==> config.mk <==
export PLATFORM = sky130hd
export DESIGN_NAME = uart_job_scheduler
export DESIGN_NICKNAME = d
export VERILOG_FILES = /design/src/rtl/uart_sched_pkg.sv /design/src/rtl/rr_arbiter2.sv /design/src/rtl/uart_job_scheduler.sv
export SDC_FILE = /design/constraint.sdc
export NUM_CORES = 1
export LEC_CHECK = 0
export BUFFER_PORTS_ARGS = -buffer_cell sky130_fd_sc_hd__buf_2
export CORE_MARGIN = 1.5
export CORE_UTILIZATION = 45
export CTS_CLUSTER_DIAMETER = 120
export CTS_CLUSTER_SIZE = 28
export DETAILED_ROUTE_END_ITERATION = 16
export PLACE_DENSITY = 0.71
export SLEW_MARGIN = 20
export SYNTH_ARGS = -nofsm -noshare
export SYNTH_HDL_FRONTEND = slang
export SYNTH_HIERARCHICAL = 1
export SYNTH_SLANG_ARGS = --single-unit
==> constraint.sdc <==
create_clock -name clk -period 1.4 [get_ports clk]
set_input_delay 0.14 -clock clk [delete_from_list [all_inputs] [get_ports clk]]
set_output_delay 0.14 -clock clk [all_outputs]
set_load 0.05 [all_outputs]
==> src/rtl/uart_sched_pkg.sv <==
// ============================================================================
// uart_sched_pkg : shared state encoding and sizing for uart_job_scheduler
// Revision: 1.0
// ============================================================================
`default_nettype none

package uart_sched_pkg;

  localparam int NUM_REQ       = 2;
  localparam int DEF_RAM_SIZE  = 28;
  localparam int DEF_ADDR_BITS = 5;
  localparam int TIMEOUT_BITS  = 24;

  typedef enum logic [2:0] {
    S_IDLE  = 3'd0,
    S_LOAD  = 3'd1,
    S_START = 3'd2,
    S_BUSY  = 3'd3,
    S_WAIT  = 3'd4,
    S_DONE  = 3'd5
  } state_t;

endpackage

`default_nettype wire

==> src/rtl/rr_arbiter2.sv <==
// ============================================================================
// rr_arbiter2 : two-way round-robin grant; the pointer remembers the last winner
// Revision: 1.0
// ============================================================================
`default_nettype none

module rr_arbiter2 (
  input  logic       clk,
  input  logic       reset,
  input  logic [1:0] req,
  input  logic       upd_en,
  input  logic       upd_idx,
  output logic [1:0] grant
);

  // last_idx = 1 out of reset so requester 0 wins the first tie
  logic last_idx;

  always_ff @(posedge clk or negedge reset) begin
    if (!reset) begin
      last_idx <= 1'b1;
    end else if (upd_en) begin
      last_idx <= upd_idx;
    end
  end

  always_comb begin
    grant = 2'b00;
    if (req == 2'b11) begin
      grant = last_idx ? 2'b01 : 2'b10;
    end else if (req[0]) begin
      grant = 2'b01;
    end else if (req[1]) begin
      grant = 2'b10;
    end
  end

endmodule

`default_nettype wire

==> src/rtl/uart_job_scheduler.sv <==
// ============================================================================
// uart_job_scheduler : arbitrates two requesters, loads a job into the
// uart_handler RAM, starts it and reports completion.
// Optional build macro: UART_SCHED_TIMEOUT_EN (BUSY/WAIT timeout with err flag)
// Revision: 1.0
// ============================================================================
`default_nettype none

module uart_job_scheduler
  import uart_sched_pkg::*;
#(
  parameter int RAM_SIZE  = DEF_RAM_SIZE,
  parameter int ADDR_BITS = DEF_ADDR_BITS
) (
  input  logic                 clk,
  input  logic                 reset,
  input  logic [1:0]           req,
  output logic [1:0]           gnt,
  input  logic [1:0]           in_valid,
  input  logic [7:0]           in_data0,
  input  logic [7:0]           in_data1,
  output logic [1:0]           in_ready,
  output logic [1:0]           done,
  output logic [ADDR_BITS-1:0] h_addr,
  output logic                 h_we,
  output logic [7:0]           h_data,
  output logic                 h_start,
  input  logic                 h_ready,
  output logic                 err
);

  localparam logic [ADDR_BITS-1:0] LAST_ADDR = ADDR_BITS'(RAM_SIZE - 1);

  state_t               state;
  state_t               state_next;
  logic [ADDR_BITS-1:0] count;
  logic [1:0]           arb_grant;
  logic                 beat;
  logic                 last_beat;
  logic [7:0]           byte_in;
  logic                 tmo_hit;

  rr_arbiter2 u_arb (
    .clk     (clk),
    .reset   (reset),
    .req     (req),
    .upd_en  (state == S_DONE),
    .upd_idx (gnt[1]),
    .grant   (arb_grant)
  );

  assign in_ready  = (state == S_LOAD) ? gnt : 2'b00;
  assign done      = (state == S_DONE) ? gnt : 2'b00;
  assign beat      = |(in_valid & in_ready);
  assign last_beat = beat && (count == LAST_ADDR);
  assign byte_in   = gnt[1] ? in_data1 : in_data0;

`ifdef UART_SCHED_TIMEOUT_EN
  logic [TIMEOUT_BITS-1:0] tmo_cnt;
  logic                    err_r;
  logic                    in_wait;

  assign in_wait = (state == S_BUSY) || (state == S_WAIT);
  assign tmo_hit = in_wait && (&tmo_cnt);
  assign err     = err_r;

  always_ff @(posedge clk or negedge reset) begin
    if (!reset) begin
      tmo_cnt <= '0;
      err_r   <= 1'b0;
    end else begin
      if (in_wait) begin
        tmo_cnt <= tmo_cnt + 1'b1;
      end else begin
        tmo_cnt <= '0;
      end
      if (tmo_hit) begin
        err_r <= 1'b1;
      end
    end
  end
`else
  assign tmo_hit = 1'b0;
  assign err     = 1'b0;
`endif

  always_ff @(posedge clk or negedge reset) begin
    if (!reset) begin
      state <= S_IDLE;
    end else begin
      state <= state_next;
    end
  end

  always_comb begin
    state_next = state;
    case (state)
      S_IDLE:  if (|req)     state_next = S_LOAD;
      S_LOAD:  if (last_beat) state_next = S_START;
      S_START: if (h_ready)  state_next = S_BUSY;
      S_BUSY: begin
        if (tmo_hit)       state_next = S_DONE;
        else if (!h_ready) state_next = S_WAIT;
      end
      S_WAIT: begin
        if (tmo_hit || h_ready) state_next = S_DONE;
      end
      S_DONE:  state_next = S_IDLE;
      default: state_next = S_IDLE;
    endcase
  end

  // Registered handler-side outputs keep h_we and h_start a cycle apart
  always_ff @(posedge clk or negedge reset) begin
    if (!reset) begin
      gnt     <= 2'b00;
      count   <= '0;
      h_we    <= 1'b0;
      h_addr  <= '0;
      h_data  <= 8'h00;
      h_start <= 1'b0;
    end else begin
      h_we    <= beat;
      h_start <= (state == S_START) && h_ready;
      if (state == S_IDLE && (|req)) begin
        gnt   <= arb_grant;
        count <= '0;
      end
      if (beat) begin
        h_addr <= count;
        h_data <= byte_in;
        if (!last_beat) begin
          count <= count + 1'b1;
        end
      end
      if (state == S_DONE) begin
        gnt <= 2'b00;
      end
    end
  end

endmodule

`default_nettype wire

==> qor.txt <==
worst-path fanout max: 3
complex-gate fraction of the synthesized area: 17.49%
Total Power: 3905 µW
gr ovfl total: 0
Setup crit start kind: flop
total leakage power: 0.0009453 µW
Via Count: 1217
switching share of power: 48.57%
fin crit share: 112.1%
Rel. slew slack: 55.71%
pin count of the biggest net entering global routing: 27
H-tree depth: 1
combinational share of power: 60.6%
vias in the first global route: 1222
Detail Placement HPWL: 2362 µm
pre-CTS setup slack: -0.04256 ns
layout cell share with drive strength beyond 1: 51.34%
HP Class: in2reg
drt wl/cell: 15.79 µm
slowest stage delay, CP: 0.46 ns
Synth top area share: 45.54%
die height: 58.26 µm
PortBufs: 43
Worst-Skew Late Latency: 0.33 ns
Distinct cells, synth: 45
maximum VDD drop: 0.9052 mV
P_int: 2008 µW
Area Growth Syn to Fin: 37.43%
Post-Synth Adder-Cell Area: 0.9107%
Yosys reg bits: 26
post-route minimum period: 1.570 ns
synthesized area per cell: 10.57 µm²
Num CTS Buffers: 3
Cell Chain, Critical Path: buf_6, and3b_2, and2_4, buf_8
DR DRC count: 3
Clock power frac: 9.7%
Synth Instances: 130
Crit-path slowest cell: dfrtp_2
CTS tree: yes
final core utilization: 66.74%
first-pass GRT wire length: 5099 µm
sequential share of power: 29.7%
FP Rows: 19
final slew viol count: 0
post-layout worst setup margin: -0.1698 ns
yosys warns: 6
Yosys top cell by area: dfrtp_1
Mapped Area: 1374 µm²
ant diodes: 0
clk_skew: 0.01301 ns
Tot GR Track Use: 19.87%
syn_nets: 154
Psw: 1897 µW
maximum clock frequency: 0.6370 GHz
initial antenna violation count: 0
WL final: 3443 µm
Initial DRC Count: 61
Power Density: 2068 nW/µm²
count of final hold-check violations: 0
register area share after synthesis: 47.45%
unrepaired setup endpoints after global routing: true
most common cell in the netlist: dfrtp_1
die width: 58.26 µm
mux cell area share after synthesis: 12.02%
max-cap viol count: 0
die footprint: 3394 µm²
Starting Density: 48.56%
failing checks: DRC, setup timing
Post-synth top flop: dfrtp_1
vias per inst: 5.583
status: complete, but fails checks
largest family of logic cells by synthesized area: compound AO/OA/AOI/OAI gates
crit path kind: reg2out
number of enable flip-flop cells after synthesis: 0
final hold slack: 0.07086 ns
Post-layout nets: 212
Synth Area in XOR/XNOR: 0%
Core Box Area: 2829 µm²
drt first pass iters: 10
Synth area leaders: dfrtp_1 46%, mux2i_1 8.7%, o21ai_1 8.4%
Num Clock Sinks: 26
final setup violation count: 9
CTS root buf: clkbuf_4
Async SR Flop Fraction: 100.0%
Post-DRT Antenna Nets: 0
Worst-path clk slew: 0.14 ns
Req. time, crit path: 1.26 ns
Post-Synth Simple-Gate Area: 17.03%
type of element capturing the critical path: output port
worst slew pin tran: 0.6619 ns
Top Ports: 45
commonest cells in the netlist: 25 x dfrtp_1, 23 x o21ai_1, 12 x mux2i_1
clk buf depth: 2
Final Wtd Congestion: 0.8180
arrival time worst endpoint: 1.43 ns
==> flip-flops by register name, indices dropped and copies added, names as in the netlist <==
name / flops
h_we: 1
count: 5
h_addr: 5
gnt: 2
h_data: 8
h_start: 1
state: 3
u_arb/last_idx: 1
==> layout make-up <==
type                    count  area, µm²
fillers                   220      940.9
multi-input cells          94      742.0
flip-flops and latches     26      656.9
repair buffers             60      402.9
well taps                  31      38.79
clock buffers               4      36.28
inverters                   3      11.26
==> power groups by stage <==
stage          registers (µW)  clock network (µW)  logic [µW]
3_5_place_dp             1160                   0        2050
5_1_grt                  1190                 412        2500
3_3_place_gp             1140                   0        2010
6_report                 1160                 379        2370
2_1_floorplan            1790                   0         881
4_1_cts                  1140                 388        2160
==> placed cells by master, fill, tap and decap left out, types with 2 or more instances in the layout <==
| master | synthesis | layout |
|---|---|---|
| buf_4 | 2 | 13 |
| o21ai_2 | 1 | 8 |
| clkbuf_4 | 0 | 3 |
| nand3_1 | 4 | 3 |
| a21o_1 | 2 | 2 |
| nand4b_1 | 2 | 2 |
| dfrtp_1 | 25 | 21 |
| nor2_1 | 2 | 2 |
| mux2i_1 | 12 | 12 |
| nand2_1 | 5 | 5 |
| and4b_1 | 2 | 2 |
| buf_2 | 2 | 38 |
| o21ai_1 | 23 | 16 |
| and2_4 | 0 | 4 |
| a21oi_1 | 5 | 4 |
| nor3_4 | 1 | 2 |
| mux2_1 | 4 | 4 |
| buf_8 | 0 | 4 |
| or3b_4 | 0 | 2 |
| nand2b_1 | 2 | 2 |
| inv_2 | 2 | 2 |
| buf_6 | 2 | 4 |
| dfrtp_2 | 0 | 4 |
==> layer usage <==
layer	GRT usage, %	up-vias	share of wire, %
met4	6.312	0	1.0
met5	0	-	0
met2	37.50	35	54
met1	23.15	592	40
met3	2.455	5	4.6
li1	-	585	-
==> timing repair <==
item | in CTS | in global routing
setup endpoints to repair | 11 | 25
cloned | 0 | 1
hold endpoints to repair | 25 | 0
pin swaps | 4 | 9
setup buffers | 4 | 1
hold buffers | 1 | 0
resized for setup | 19 | 22
==> path summary, 6_finish.rpt <==
kind,startpoint,to,slack [ns],cells past startpoint
max,state[1]$_DFFE_PN0P_,done[0],-0.17,4
min reg2reg,u_arb/last_idx$_DFFE_PN1P_,u_arb/last_idx$_DFFE_PN1P_,0.50,2
min in group asynchronous,reset,h_data[0]$_DFFE_PN0N_,0.34,2
max in group asynchronous,reset,state[2]$_DFFE_PN0P_,0.63,2
max reg2reg,state[1]$_DFFE_PN0P_,count[3]$_DFF_PN0_,-0.05,4
min,in_data0[3],h_data[3]$_DFFE_PN0N_,0.07,3
==> critical path, delay by kind of cell, from the launching register on <==
kind                   cells  cell delay (ns)
buffers and inverters      2             0.25
flip-flops                 1             0.46
AND/OR/NAND/NOR            2             0.40
==> through the flow <==
step | TNS (ns) | std cells | instance area (µm²)
2_1_floorplan | 0 | 130 | 1380
6_report | -0.7790 | 218 | 1888
5_1_grt | -1.241 | 218 | 1888
3_3_place_gp | -0.009247 | 207 | 1660
3_5_place_dp | -0.04256 | 207 | 1660
4_1_cts | -0.7301 | 216 | 1792
==> logic make-up (layout without fill, tap and decap cells) <==
kind of cell             count (synthesis)  count (layout)
adder cells (fa/ha/maj)                  1               1
multiplexers                            16              16
buffers and inverters                   11              67
other                                    1               1
flip-flops                              26              26
AO/OA/AOI/OAI                           40              40
AND/OR/NAND/NOR                         35              36
No activity file was read; power rests on OpenSTA's default activity.
